**config.mk**
```make
export PLATFORM = sky130hd
export DESIGN_NAME = pipe_reg_chain
export DESIGN_NICKNAME = d
export VERILOG_FILES = /design/src/rtl/pipe_reg_chain_pkg.sv /design/src/rtl/pipe_reg_chain_stage.sv /design/src/rtl/pipe_reg_chain.sv
export SDC_FILE = /design/constraint.sdc
export NUM_CORES = 1
export LEC_CHECK = 0
export ABC_AREA = 0
export CORE_UTILIZATION = 30
export CTS_BUF_LIST = sky130_fd_sc_hd__clkbuf_8 sky130_fd_sc_hd__clkbuf_16
export DETAILED_ROUTE_END_ITERATION = 10
export GPL_TIMING_DRIVEN = 0
export PLACE_DENSITY_LB_ADDON = 0.15
export SYNTH_ARGS = -nofsm -noshare
export SYNTH_HDL_FRONTEND = slang
export SYNTH_SLANG_ARGS = --single-unit
```
**constraint.sdc**
```tcl
create_clock -name clk_i -period 2.6 [get_ports clk_i]
set_input_delay 0.26 -clock clk_i [delete_from_list [all_inputs] [get_ports clk_i]]
set_output_delay 0.26 -clock clk_i [all_outputs]
set_load 0.01 [all_outputs]
```
**src/rtl/pipe_reg_chain_pkg.sv**
```systemverilog
// Shared definitions for the pipeline register chain and other perf counters.
// Holds the default counter width and a saturating increment helper.
package pipe_reg_chain_pkg;

    localparam int CNT_W_DEF = 16;

    // Works on any counter up to 64 bits; callers widen then truncate.
    function automatic logic [63:0] sat_inc(
        input logic [63:0] v,
        input int unsigned w
    );
        logic [63:0] top;
        top = (w >= 64) ? '1 : ((64'd1 << w) - 64'd1);
        return (v == top) ? v : v + 64'd1;
    endfunction

endpackage

```
**src/rtl/pipe_reg_chain_stage.sv**
```systemverilog
// One pipeline register slice with valid, hold, flush and bubble insertion.
// Flush wins over hold; a frozen upstream register feeds a bubble.
module pipe_reg_stage #(
    parameter int WIDTH      = 32,
    parameter bit FLUSH_ZERO = 1'b1
) (
    input  logic             clk_i,
    input  logic             rst_i,
    input  logic             flush,
    input  logic             hold,
    input  logic             up_hold,
    input  logic             up_valid,
    input  logic [WIDTH-1:0] up_data,
    output logic             valid,
    output logic [WIDTH-1:0] data
);

    always_ff @(posedge clk_i or negedge rst_i) begin
        if (!rst_i) begin
            valid <= 1'b0;
            data  <= '0;
        end else if (flush) begin
            valid <= 1'b0;
            if (FLUSH_ZERO) data <= '0;
        end else if (hold) begin
            valid <= valid;
            data  <= data;
        end else if (up_hold) begin
            valid <= 1'b0;
            if (FLUSH_ZERO) data <= '0;
        end else begin
            valid <= up_valid;
            data  <= up_data;
        end
    end

endmodule

```
**src/rtl/pipe_reg_chain.sv**
```systemverilog
// Chain of stallable, flushable pipeline registers between CPU stages.
// Also counts retired entries and bubbles at the tail register.
module pipe_reg_chain
    import pipe_reg_chain_pkg::*;
#(
    parameter int WIDTH      = 32,
    parameter int STAGES     = 4,
    parameter bit FLUSH_ZERO = 1'b1,
    parameter int CNT_W      = CNT_W_DEF
) (
    input  logic                    clk_i,
    input  logic                    rst_i,
    input  logic                    valid_i,
    input  logic [WIDTH-1:0]        data_i,
    input  logic [STAGES-1:0]       stall_i,
    input  logic [STAGES-1:0]       flush_i,
    output logic [STAGES-1:0]       valid_o,
    output logic [STAGES*WIDTH-1:0] data_o,
    output logic                    stall_o,
    output logic [CNT_W-1:0]        retire_cnt_o,
    output logic [CNT_W-1:0]        bubble_cnt_o
);

    localparam int LAST = STAGES - 1;

    logic [STAGES-1:0] hold;
    logic [STAGES-1:0] up_hold;
    logic [STAGES-1:0] up_valid;
    logic [WIDTH-1:0]  up_data  [STAGES];
    logic [WIDTH-1:0]  reg_data [STAGES];
    logic              retire;

    // A stall freezes its own register and everything upstream of it.
    for (genvar k = 0; k < STAGES; k++) begin : g_stage
        assign hold[k] = |stall_i[STAGES-1:k];

        if (k == 0) begin : g_head
            assign up_hold[k]  = 1'b0;
            assign up_valid[k] = valid_i;
            assign up_data[k]  = data_i;
        end else begin : g_body
            assign up_hold[k]  = hold[k-1];
            assign up_valid[k] = valid_o[k-1];
            assign up_data[k]  = reg_data[k-1];
        end

        pipe_reg_stage #(
            .WIDTH      (WIDTH),
            .FLUSH_ZERO (FLUSH_ZERO)
        ) u_stage (
            .clk_i    (clk_i),
            .rst_i    (rst_i),
            .flush    (flush_i[k]),
            .hold     (hold[k]),
            .up_hold  (up_hold[k]),
            .up_valid (up_valid[k]),
            .up_data  (up_data[k]),
            .valid    (valid_o[k]),
            .data     (reg_data[k])
        );

        assign data_o[k*WIDTH +: WIDTH] = reg_data[k];
    end

    assign stall_o = hold[0];
    assign retire  = valid_o[LAST] & ~hold[LAST] & ~flush_i[LAST];

    always_ff @(posedge clk_i or negedge rst_i) begin
        if (!rst_i) begin
            retire_cnt_o <= '0;
            bubble_cnt_o <= '0;
        end else begin
            if (retire)
                retire_cnt_o <= CNT_W'(sat_inc(64'(retire_cnt_o), CNT_W));
            if (!valid_o[LAST])
                bubble_cnt_o <= CNT_W'(sat_inc(64'(bubble_cnt_o), CNT_W));
        end
    end

endmodule
```
==> flow_summary.ini <==
[critical_path]
crit_buf_inv = 4
crit_required_ps = 2340
start_kind = primary input
cp_slowest_cell = clkdlybuf4s50_1
cp_common_cell = clkdlybuf4s50_1
cp-end-kind = output pin
crit_chain = clkdlybuf4s50_1 > nor4_4 > inv_2 > clkbuf_1 > clkdlybuf4s50_1
cp_max_fo = 10
crit_type = primary input to output pin
slowest_delay_ps = 620
cp.arrival_ps = 2150
critPathTopFamily = buffers and inverters

[place]
place_congestion = 0.805
post-place-ws_ps = -248
dp.cells = 994
dpl_cell_area_um2 = 8800
dp_hpwl_mm = 13.1
port_buffers = 205

[cells_and_area]
area_growth_pct = 48.4
fin_util_pct = 46.0
drive_above_1_share_pct = 7.12
final_cells = 1028
nFillCells = 1941
n_antenna_cell = 0
finalInstanceArea_um2 = 9460
nets = 790

[grt]
grt_max_degree = 97
overflow = 0
grt_pass1_wl_mm = 28.5
grtUsageTotal_pct = 17.1
grt_pass1_vias = 5018
grt_antenna_before_repair = 1

[floorplanning]
initial_utilization_pct = 31.0
rows = 52
die_h_um = 148
dieArea_um2 = 21800
core_area_um2 = 20600
die_x_um = 148
io_pins = 208

[power_and_ir_drop]
p_leak_nw = 4.18
vdd_drop_max_mv = 0.411
power.density_nw_per_um2 = 610
total_power_mw = 5.78

[synthesis]
syn_area_um2 = 6370
yosys_warnings = 0
syn_inst = 518
synthesis.nets = 563
synth_flop_cell = dfrtp_1
syn_avg_cell_area_um2 = 12.3
synth_edf_count = 0
synthTopCellsByCount = dfrtp_1 (164), a22o_1 (99), nand2_1 (75)
ys_seq_area_share_pct = 64.4
synth_top_cell_by_area = dfrtp_1
yosys.cell_types.count = 36
postSynth.asyncResetShare_pct = 100
synthTopCellsByArea = dfrtp_1 (64%), a22o_1 (14%), nand2_1 (4.4%), xor2_1 (3.6%), a21oi_1 (3.0%)
synth_most_common_cell = dfrtp_1
yosys_register_bits = 164
synth_top_area_share_pct = 64.4

[sta]
worst_slew_margin_rel_pct = 33.3
post-route-min-period_ps = 2410
finalSetupViolCount = 0
layout_setup_ws_ps = 190
fmaxAchievable_ghz = 0.415
tns_ps = 0
rsz0062_at_grt = no
hold_slack_ps = 258
hold_viol = 0
min_period_over_period_pct = 92.7
slew_viol_final = 0
tightestPinTransition_ps = 993
skew_ps = 4.99

[cts]
max-clock-path-buffers = 2
worstSkewPairLatency_ps = 420
cts_tree = done
root_buffer = clkbuf_16
cts_sinks = 164
clk_pin_slew_ps = 60
cts_made_buffers = 17
cts_max_level = 4

[worst_hold_path]
hold_path.class = primary input to register

[route]
drtAntennaViolNets = 0
drt_iter0_markers = 165
wl_per_cell_um = 17.2
vias_per_cell = 4.74
drc_errors = 0
vias = 4874
drtPass1Iterations = 4
wl_mm = 17.7

[status]
outcome = complete, no violations

[job]
cap_violations = 0
registers in the layout, indices dropped and copies added, names as in the netlist:
signal / cells
retire_cnt_o: 16
bubble_cnt_o: 16
g_stage.u_stage.valid: 4
g_stage.u_stage.data: 128
kinds of logic (layout without fill, tap and decap cells):
logic type	after synthesis	in the layout	share of synthesized area, %
compound gates	141	141	17.4
mux	2	2	0.412
fa+ha+maj	2	2	0.392
xor+xnor	28	28	3.85
simple gates	142	142	11.0
buf+inv	39	279	2.61
flops	164	164	64.4
metal layers:
layer | wire length [um] | share of wire, % | global-route usage (%)
met1 | 7790 | 44 | 21.5
met2 | 8720 | 49 | 28.2
met3 | 923 | 5.2 | 4.63
met4 | 267 | 1.5 | 6.39
met5 | 0 | 0 | 0
report_power, final:
part | internal [mW] | switching [mW]
logic | 0.175 | 0.197
registers | 2.60 | 0.0513
clock network | 1.68 | 1.08
total | 4.45 | 1.32
placed cells by master (no fill, tap or decap), types with 2 or more instances in the layout:
cell type and instances:
dfrtp_1 164, ha_1 2, nand2_1 75, inv_1 3, inv_6 5, and4_1 4
buf_4 5, nor4_1 3, bufinv_16 4, nor3b_2 2, a22o_1 99, clkdlybuf4s50_1 204
xor2_1 26, nor3b_1 2, clkbuf_1 26, xnor2_1 2, buf_2 4, nor3_1 9
a21oi_1 38, clkbuf_8 2, clkinv_2 2, nand4_1 8, nand3_1 10, a211oi_1 2
clkbuf_16 17, nor2_1 19
worst register-to-register path: cells and delay by family, from the launching register on:
| kind | cells | cell delay [ps] |
|---|---|---|
| flops | 1 | 410 |
| compound gates | 1 | 620 |
| fa+ha+maj | 1 | 210 |
| simple gates | 1 | 180 |
| mux | 1 | 360 |
timing repair:
| item | in CTS | in global routing |
|---|---|---|
| setup endpoints to repair | 1 | 0 |
| setup buffers | 1 | 0 |
| hold buffers | 1 | 0 |
| resized for setup | 0 | 0 |
| endpoints found under the hold margin | 68 | 0 |
path summary, 6_finish.rpt:
path                                                  start                                 endpoint  slack (ps)  cells after the start
worst min-delay path                             flush_i[0]     g_stage[0].u_stage.valid$_DFFE_PN0P_         260                      2
max in group asynchronous                             rst_i  g_stage[2].u_stage.data[12]$_DFFE_PN0P_        1370                      3
worst max register to register  retire_cnt_o[0]$_DFFE_PN0P_              retire_cnt_o[1]$_DFFE_PN0P_         700                      4
worst max-delay path                             stall_i[2]                                  stall_o         190                      5
worst min register to register  bubble_cnt_o[6]$_DFFE_PN0P_              bubble_cnt_o[6]$_DFFE_PN0P_         500                      1
min in group asynchronous                             rst_i             retire_cnt_o[15]$_DFFE_PN0P_         380                      2
layout make-up:
type	instances	area, um2	area share, %
Tap cell	270	338	3.57
Clock buffer	19	453	4.79
Multi-Input combinational cell	315	2100	22.2
Timing Repair Buffer	208	2100	22.2
Inverter	4	15.0	0.159
Sequential cell	164	4100	43.4
Clock inverter	13	193	2.04
Buffer	35	151	1.60
No activity file was read; power rests on OpenSTA's default activity.
